<file path="config.mk">
export PLATFORM = sky130hd
export DESIGN_NAME = fir_serial_mac
export DESIGN_NICKNAME = d
export VERILOG_FILES = /design/src/rtl/fir_pkg.sv /design/src/rtl/fir_delay_line.sv /design/src/rtl/fir_serial_mac.sv
export SDC_FILE = /design/constraint.sdc
export NUM_CORES = 2
export LEC_CHECK = 0
export CAP_MARGIN = 20
export CELL_PAD_IN_SITES_DETAIL_PLACEMENT = 0
export CELL_PAD_IN_SITES_GLOBAL_PLACEMENT = 1
export CORE_ASPECT_RATIO = 0.75
export CORE_MARGIN = 2
export CORE_UTILIZATION = 52
export CTS_CLUSTER_DIAMETER = 30
export DETAILED_ROUTE_END_ITERATION = 8
export PLACE_DENSITY = 0.82
export SLEW_MARGIN = 15
export SYNTH_ARGS = -nofsm -noshare
export SYNTH_HDL_FRONTEND = slang
export SYNTH_HIERARCHICAL = 1
export SYNTH_SLANG_ARGS = --single-unit
</file>
<file path="constraint.sdc">
create_clock -name clk -period 8.8 [get_ports clk]
set_clock_uncertainty 0.05 [all_clocks]
set_input_delay 1.32 -clock clk [delete_from_list [all_inputs] [get_ports clk]]
set_output_delay 1.32 -clock clk [all_outputs]
set_load 0.1 [all_outputs]
</file>
<file path="src/rtl/fir_pkg.sv">
// Shared definitions for the serial FIR datapath: default sizing, state
// encoding and the address-width helper also used by the coefficient ROM.
package fir_pkg;

   localparam int WC_DEF       = 18;
   localparam int NUM_COEF_DEF = 17;
   localparam int WIN_DEF      = 16;
   localparam int WOUT_DEF     = 16;

   localparam logic [1:0] IDLE = 2'd0;
   localparam logic [1:0] MAC  = 2'd1;
   localparam logic [1:0] TAIL = 2'd2;

   // Ceiling log2; the ROM sizes its address port with this same function,
   // so both sides of the coef_addr link always agree on the width.
   function automatic int log2(input int value);
      int r;
      r = 0;
      while ((1 << r) < value) begin
         r = r + 1;
      end
      return r;
   endfunction

endpackage

</file>
<file path="src/rtl/fir_delay_line.sv">
// Sample delay line for the serial FIR: x[0] holds the newest sample,
// x[Num_coef-1] the oldest, with a combinational indexed read port.
module fir_delay_line
   import fir_pkg::*;
#(
   parameter int Win      = WIN_DEF,
   parameter int Num_coef = NUM_COEF_DEF
) (
   input  logic                        clk,
   input  logic                        rst_n,
   input  logic                        shift_en,
   input  logic [Win-1:0]              din,
   input  logic [log2(Num_coef)-1:0]   rd_idx,
   output logic [Win-1:0]              rd_data
);

   localparam int AW = log2(Num_coef);
   localparam logic [AW-1:0] LAST_IDX = AW'(Num_coef - 1);

   logic [Win-1:0] x_q [Num_coef];
   logic [Win-1:0] x_d [Num_coef];

   // Shift the whole line by one tap and insert the new sample when enabled.
   always_comb begin
      for (int k = 0; k < Num_coef; k++) begin
         x_d[k] = x_q[k];
      end
      if (shift_en) begin
         x_d[0] = din;
         for (int k = 1; k < Num_coef; k++) begin
            x_d[k] = x_q[k-1];
         end
      end
   end

   // Line storage; reset clears every tap so no old samples leak into a result.
   always_ff @(posedge clk or negedge rst_n) begin
      if (!rst_n) begin
         for (int k = 0; k < Num_coef; k++) begin
            x_q[k] <= '0;
         end
      end else begin
         for (int k = 0; k < Num_coef; k++) begin
            x_q[k] <= x_d[k];
         end
      end
   end

   // Indexed read, guarded so an out-of-range index returns zero.
   always_comb begin
      rd_data = '0;
      if (rd_idx <= LAST_IDX) begin
         rd_data = x_q[rd_idx];
      end
   end

endmodule

</file>
<file path="src/rtl/fir_serial_mac.sv">
// Serial single-multiplier FIR. One sample is accepted in IDLE, the ROM is
// swept over Num_coef addresses in MAC, and TAIL folds in the last product,
// rounds half up, saturates and pulses dout_valid for one cycle.
module fir_serial_mac
   import fir_pkg::*;
#(
   parameter int Wc       = WC_DEF,
   parameter int Num_coef = NUM_COEF_DEF,
   parameter int Win      = WIN_DEF,
   parameter int Wout     = WOUT_DEF
) (
   input  logic                        clk,
   input  logic                        rst_n,
   input  logic [Win-1:0]              din,
   input  logic                        din_valid,
   output logic                        ready,
   output logic [log2(Num_coef)-1:0]   coef_addr,
   input  logic [Wc-1:0]               coef_data,
   output logic [Wout-1:0]             dout,
   output logic                        dout_valid
);

   localparam int AW   = log2(Num_coef);
   localparam int Wp   = Win + Wc;
   localparam int Wacc = Win + Wc + AW;

   localparam logic [AW-1:0]          LAST_CNT = AW'(Num_coef - 1);
   localparam logic signed [Wacc-1:0] ROUND_C  = Wacc'(longint'(1) << (Wc - 2));
   localparam logic signed [Wacc-1:0] SAT_MAX  = Wacc'((longint'(1) << (Wout - 1)) - 1);
   localparam logic signed [Wacc-1:0] SAT_MIN  = Wacc'(-(longint'(1) << (Wout - 1)));

   logic [1:0]              state_q, state_d;
   logic [AW-1:0]           cnt_q, cnt_d;
   logic signed [Wacc-1:0]  acc_q, acc_d;
   logic                    pv_q, pv_d;
   logic [Win-1:0]          x_pipe_q, x_pipe_d;
   logic [Wout-1:0]         dout_q, dout_d;
   logic                    dout_valid_q, dout_valid_d;

   logic                    shift_en;
   logic [Win-1:0]          rd_data;
   logic signed [Wp-1:0]    prod;
   logic signed [Wacc-1:0]  acc_f;
   logic signed [Wacc-1:0]  rounded;
   logic [Wout-1:0]         sat_val;

   fir_delay_line #(
      .Win      (Win),
      .Num_coef (Num_coef)
   ) u_delay_line (
      .clk      (clk),
      .rst_n    (rst_n),
      .shift_en (shift_en),
      .din      (din),
      .rd_idx   (cnt_q),
      .rd_data  (rd_data)
   );

   assign ready      = (state_q == IDLE);
   assign coef_addr  = (state_q == MAC) ? cnt_q : '0;
   assign dout       = dout_q;
   assign dout_valid = dout_valid_q;

   // Full-width signed product, running sum including it, and the rounded,
   // clamped form of that sum that becomes the output in TAIL.
   always_comb begin
      prod    = Wp'($signed(coef_data)) * Wp'($signed(x_pipe_q));
      acc_f   = acc_q + Wacc'(prod);
      rounded = (acc_f + ROUND_C) >>> (Wc - 1);
      if (rounded > SAT_MAX) begin
         sat_val = SAT_MAX[Wout-1:0];
      end else if (rounded < SAT_MIN) begin
         sat_val = SAT_MIN[Wout-1:0];
      end else begin
         sat_val = rounded[Wout-1:0];
      end
   end

   // Sequencing: accept in IDLE, one tap per cycle in MAC (the product lags
   // the address by one cycle, so pv masks the stale first ROM word), and
   // the last product is folded in during TAIL.
   always_comb begin
      state_d      = state_q;
      cnt_d        = cnt_q;
      acc_d        = acc_q;
      pv_d         = pv_q;
      x_pipe_d     = x_pipe_q;
      dout_d       = dout_q;
      dout_valid_d = 1'b0;
      shift_en     = 1'b0;
      case (state_q)
         IDLE: begin
            if (din_valid) begin
               shift_en = 1'b1;
               acc_d    = '0;
               cnt_d    = '0;
               pv_d     = 1'b0;
               state_d  = MAC;
            end
         end
         MAC: begin
            x_pipe_d = rd_data;
            pv_d     = 1'b1;
            if (pv_q) begin
               acc_d = acc_f;
            end
            cnt_d = cnt_q + 1'b1;
            if (cnt_q == LAST_CNT) begin
               state_d = TAIL;
            end
         end
         TAIL: begin
            dout_d       = sat_val;
            dout_valid_d = 1'b1;
            state_d      = IDLE;
         end
         default: begin
            state_d = IDLE;
         end
      endcase
   end

   // State registers; an asynchronous reset abandons any computation in flight.
   always_ff @(posedge clk or negedge rst_n) begin
      if (!rst_n) begin
         state_q      <= IDLE;
         cnt_q        <= '0;
         acc_q        <= '0;
         pv_q         <= 1'b0;
         x_pipe_q     <= '0;
         dout_q       <= '0;
         dout_valid_q <= 1'b0;
      end else begin
         state_q      <= state_d;
         cnt_q        <= cnt_d;
         acc_q        <= acc_d;
         pv_q         <= pv_d;
         x_pipe_q     <= x_pipe_d;
         dout_q       <= dout_d;
         dout_valid_q <= dout_valid_d;
      end
   end

endmodule

</file>
==> results.py <==
metrics = {
    "clocking": {
        "htree_num_levels": 2,
        "cts-root-buf": "clkbuf_16",
        "ctsLongestPathBuffers": 3,
        "post_cts_resize_count": 0,
        "tritoncts": "done",
        "ctsHoldBuffers": 0,
        "cts_num_sinks": 352,
        "numCtsBuffers": 60,
        "path_clk_slew_ns": 0.05,
        "clk_latency_ns": 0.63,
        "cts_setup_buffers": 0,
    },
    "sta": {
        "slew-limit-headroom_pct": 18.7,
        "rsz0062_at_grt": "false",
        "finalMaxSlewViolations": 0,
        "finalSetupViolations": 0,
        "fin_crit_sh_pct": 96.0,
        "finalCriticalPeriod_ns": 8.44,
        "final_hold_viol_count": 0,
        "worst_pin_slew_ns": 1.22,
        "max_freq_mhz": 118,
        "setup_tns_ns": 0,
    },
    "routing": {
        "drc": 0,
        "dr_total_vias": 20000,
        "vias_per_cell": 5.50,
        "routed_wl_um": 70500,
        "first_iter_violations": 1348,
        "wl_per_cell_um": 19.4,
        "drtAntennaViolNets": 0,
        "dr.pass1.iters": 5,
    },
    "hold_path": {
        "min-delay-start": "acc_q[26]",
        "worstHoldPathCells": 2,
        "hp-class": "flop to flop",
    },
    "global_routing": {
        "track_usage_pct": 25.4,
        "antenna_found_initial": 5,
        "grt_pass1_wl_um": 118000,
        "grt_pass1_vias": 21600,
        "grt_start_max_net_pins": 200,
        "grt_remaining_overflow": 0,
    },
    "placed_design": {
        "place_area_um2": 32000,
        "io_buffers": 59,
        "dp_hpwl_um": 54500,
        "gp_congestion": 0.919,
        "dp.cells": 3520,
    },
    "logic_synthesis": {
        "synth_fp_nets": 3141,
        "synthArstFlopShare_pct": 100,
        "synth_edf_count": 0,
        "synth.avg_cell_area_um2": 11.1,
        "syn_inst": 2640,
        "synth_ff_type": "dfrtp_1",
        "syn_area_um2": 29400,
        "synth_seq_cells": 352,
        "ys_seq_area_share_pct": 30.0,
        "yosys_warnings": 6,
        "synth.distinct_cells": 84,
    },
    "layout": {
        "fin_area_um2": 34300,
        "syn_to_final_growth_pct": 16.7,
        "fin_nets": 3353,
        "stdcell_count": 3635,
        "drive_above_1_share_pct": 23.5,
        "diodes": 0,
    },
    "floorplan": {
        "die_h_um": 210,
        "row_count": 75,
        "start_util_pct": 52.6,
        "core_area_um2": 55800,
        "dieWidth_um": 278,
        "ioPinCount": 60,
        "die_area_um2": 58400,
    },
    "setup_path": {
        "critPathLaunch": "coef_data[17]",
        "r2r_slack_ns": 0.70,
        "rr_worst_depth": 27,
        "crit_type": "input pin to flop",
        "start_kind": "input pin",
        "critPathArrivalTime_ns": 8.90,
        "endpoint_kind": "flop",
        "crit_required_ns": 9.26,
        "cp_max_fo": 9,
        "crit_end": "dout[1]",
        "reg2reg_from": "x_pipe_q[2]",
        "r2r-end": "dout[1]",
    },
    "outcome": {
        "outcome": "finished, final reports clean",
    },
    "job": {
        "drv_cap": 0,
    },
}
-- area by class of cell --
cell class                 count  area (µm²)
timing repair buffer         290        2400
clock buffer                  73        1620
fill                        4444       21600
clock inverter                41         582
multi-input combinational   1761       18500
sequential                   352        8810
inverter                     387        1460
tap                          731         915
-- synth_stat cells, types with 12 or more instances --
library cell,instances,area (µm²)
a21o_1,14,105
a21oi_1,49,245
a221o_1,18,180
a221oi_1,16,140
a22o_1,35,307
and2_1,137,857
buf_2,32,160
clkbuf_1,92,345
dfrtp_1,352,8810
fa_1,348,6970
ha_1,116,1450
inv_1,386,1450
mux2_2,272,3060
mux2i_1,85,851
mux4_2,32,721
nand2_1,276,1040
nand3_1,15,75.1
nand4_1,12,75.1
nor2_1,64,240
nor3_1,14,70.1
o21ai_0,42,210
xnor2_1,33,289
xor2_1,21,184
-- layer usage --
| layer | wire, µm | vias to the layer above | track usage, % | share of wire, % |
|---|---|---|---|---|
| li1 | - | 9129 | - | - |
| met1 | 34500 | 10300 | 39.4 | 49 |
| met2 | 30200 | 471 | 37.2 | 43 |
| met3 | 4480 | 85 | 5.07 | 6.4 |
| met4 | 1190 | 6 | 5.01 | 1.7 |
| met5 | 34 | - | 0 | 0.048 |
-- flip-flops by register name, indices dropped and copies added, names as in the netlist --
| signal | cells |
|---|---|
| u_delay_line/x_q | 272 |
| acc_q | 39 |
| dout | 16 |
| x_pipe_q | 16 |
| cnt_q | 5 |
| state_q | 2 |
| dout_valid | 1 |
| pv_q | 1 |
-- layout by cell type, fill, tap and decap left out, types with 12 or more instances in the layout --
cell	n
inv_1	385
dfrtp_1	350
fa_1	348
nand2_1	276
mux2_2	272
buf_4	225
and2_1	137
ha_1	116
mux2i_1	85
nor2_1	63
clkbuf_16	60
clkdlybuf4s50_1	58
a21oi_1	49
o21ai_0	42
a22o_1	35
xnor2_1	33
mux4_2	32
xor2_1	21
a221o_1	18
a221oi_1	16
nand3_1	15
nor3_1	14
a21o_1	14
clkinvlp_4	13
nand4_1	12
-- cells by family after synthesis --
family / Yosys count / share of synthesized area, %
AO/OA/AOI/OAI: 269 / 6.92
multiplexers: 389 / 15.8
flip-flops: 352 / 30.0
buffers and inverters: 527 / 7.13
XOR/XNOR: 54 / 1.61
adder cells (fa/ha/maj): 464 / 28.7
AND/OR/NAND/NOR: 585 / 9.89
-- critical path, cell delays in order --
cell,delay (ns)
clkdlybuf4s50_1,0.65
buf_4,0.25
nand2_1,0.16
fa_1,0.59
inv_1,0.13
fa_1,0.60
fa_1,0.45
fa_1,0.46
fa_1,0.49
inv_1,0.05
fa_1,0.48
inv_1,0.05
ha_1,0.33
a21oi_1,0.16
o21ai_0,0.25
buf_4,0.23
o22ai_1,0.23
o21ai_0,0.13
and2_1,0.18
or3_1,0.32
a21oi_1,0.18
xnor2_1,0.20
nand4_1,0.16
xor2_1,0.16
buf_4,0.17
or3_4,0.43
o311ai_2,0.09
-- per-stage QoR --
step	hold slack, ns	setup slack, ns	util [%]
after floorplan	0.405	0.463	-
after global placement	0.417	-0.129	57.4
after detailed placement	0.426	-0.223	57.4
after CTS	0.446	0.359	61.3
after global routing	0.465	0.0178	61.4
final	0.442	0.355	61.4
-- worst min path at each step --
stage,end,slack (ns)
after floorplan,acc_q[5],0.41
after global placement,dout[15],0.42
after detailed placement,dout[15],0.43
after CTS,pv_q,0.45
after global routing,acc_q[26],0.47
final,acc_q[26],0.44
Power is not shown: default switching activity piles up to over one toggle a cycle in this logic, so the estimate is an artifact.
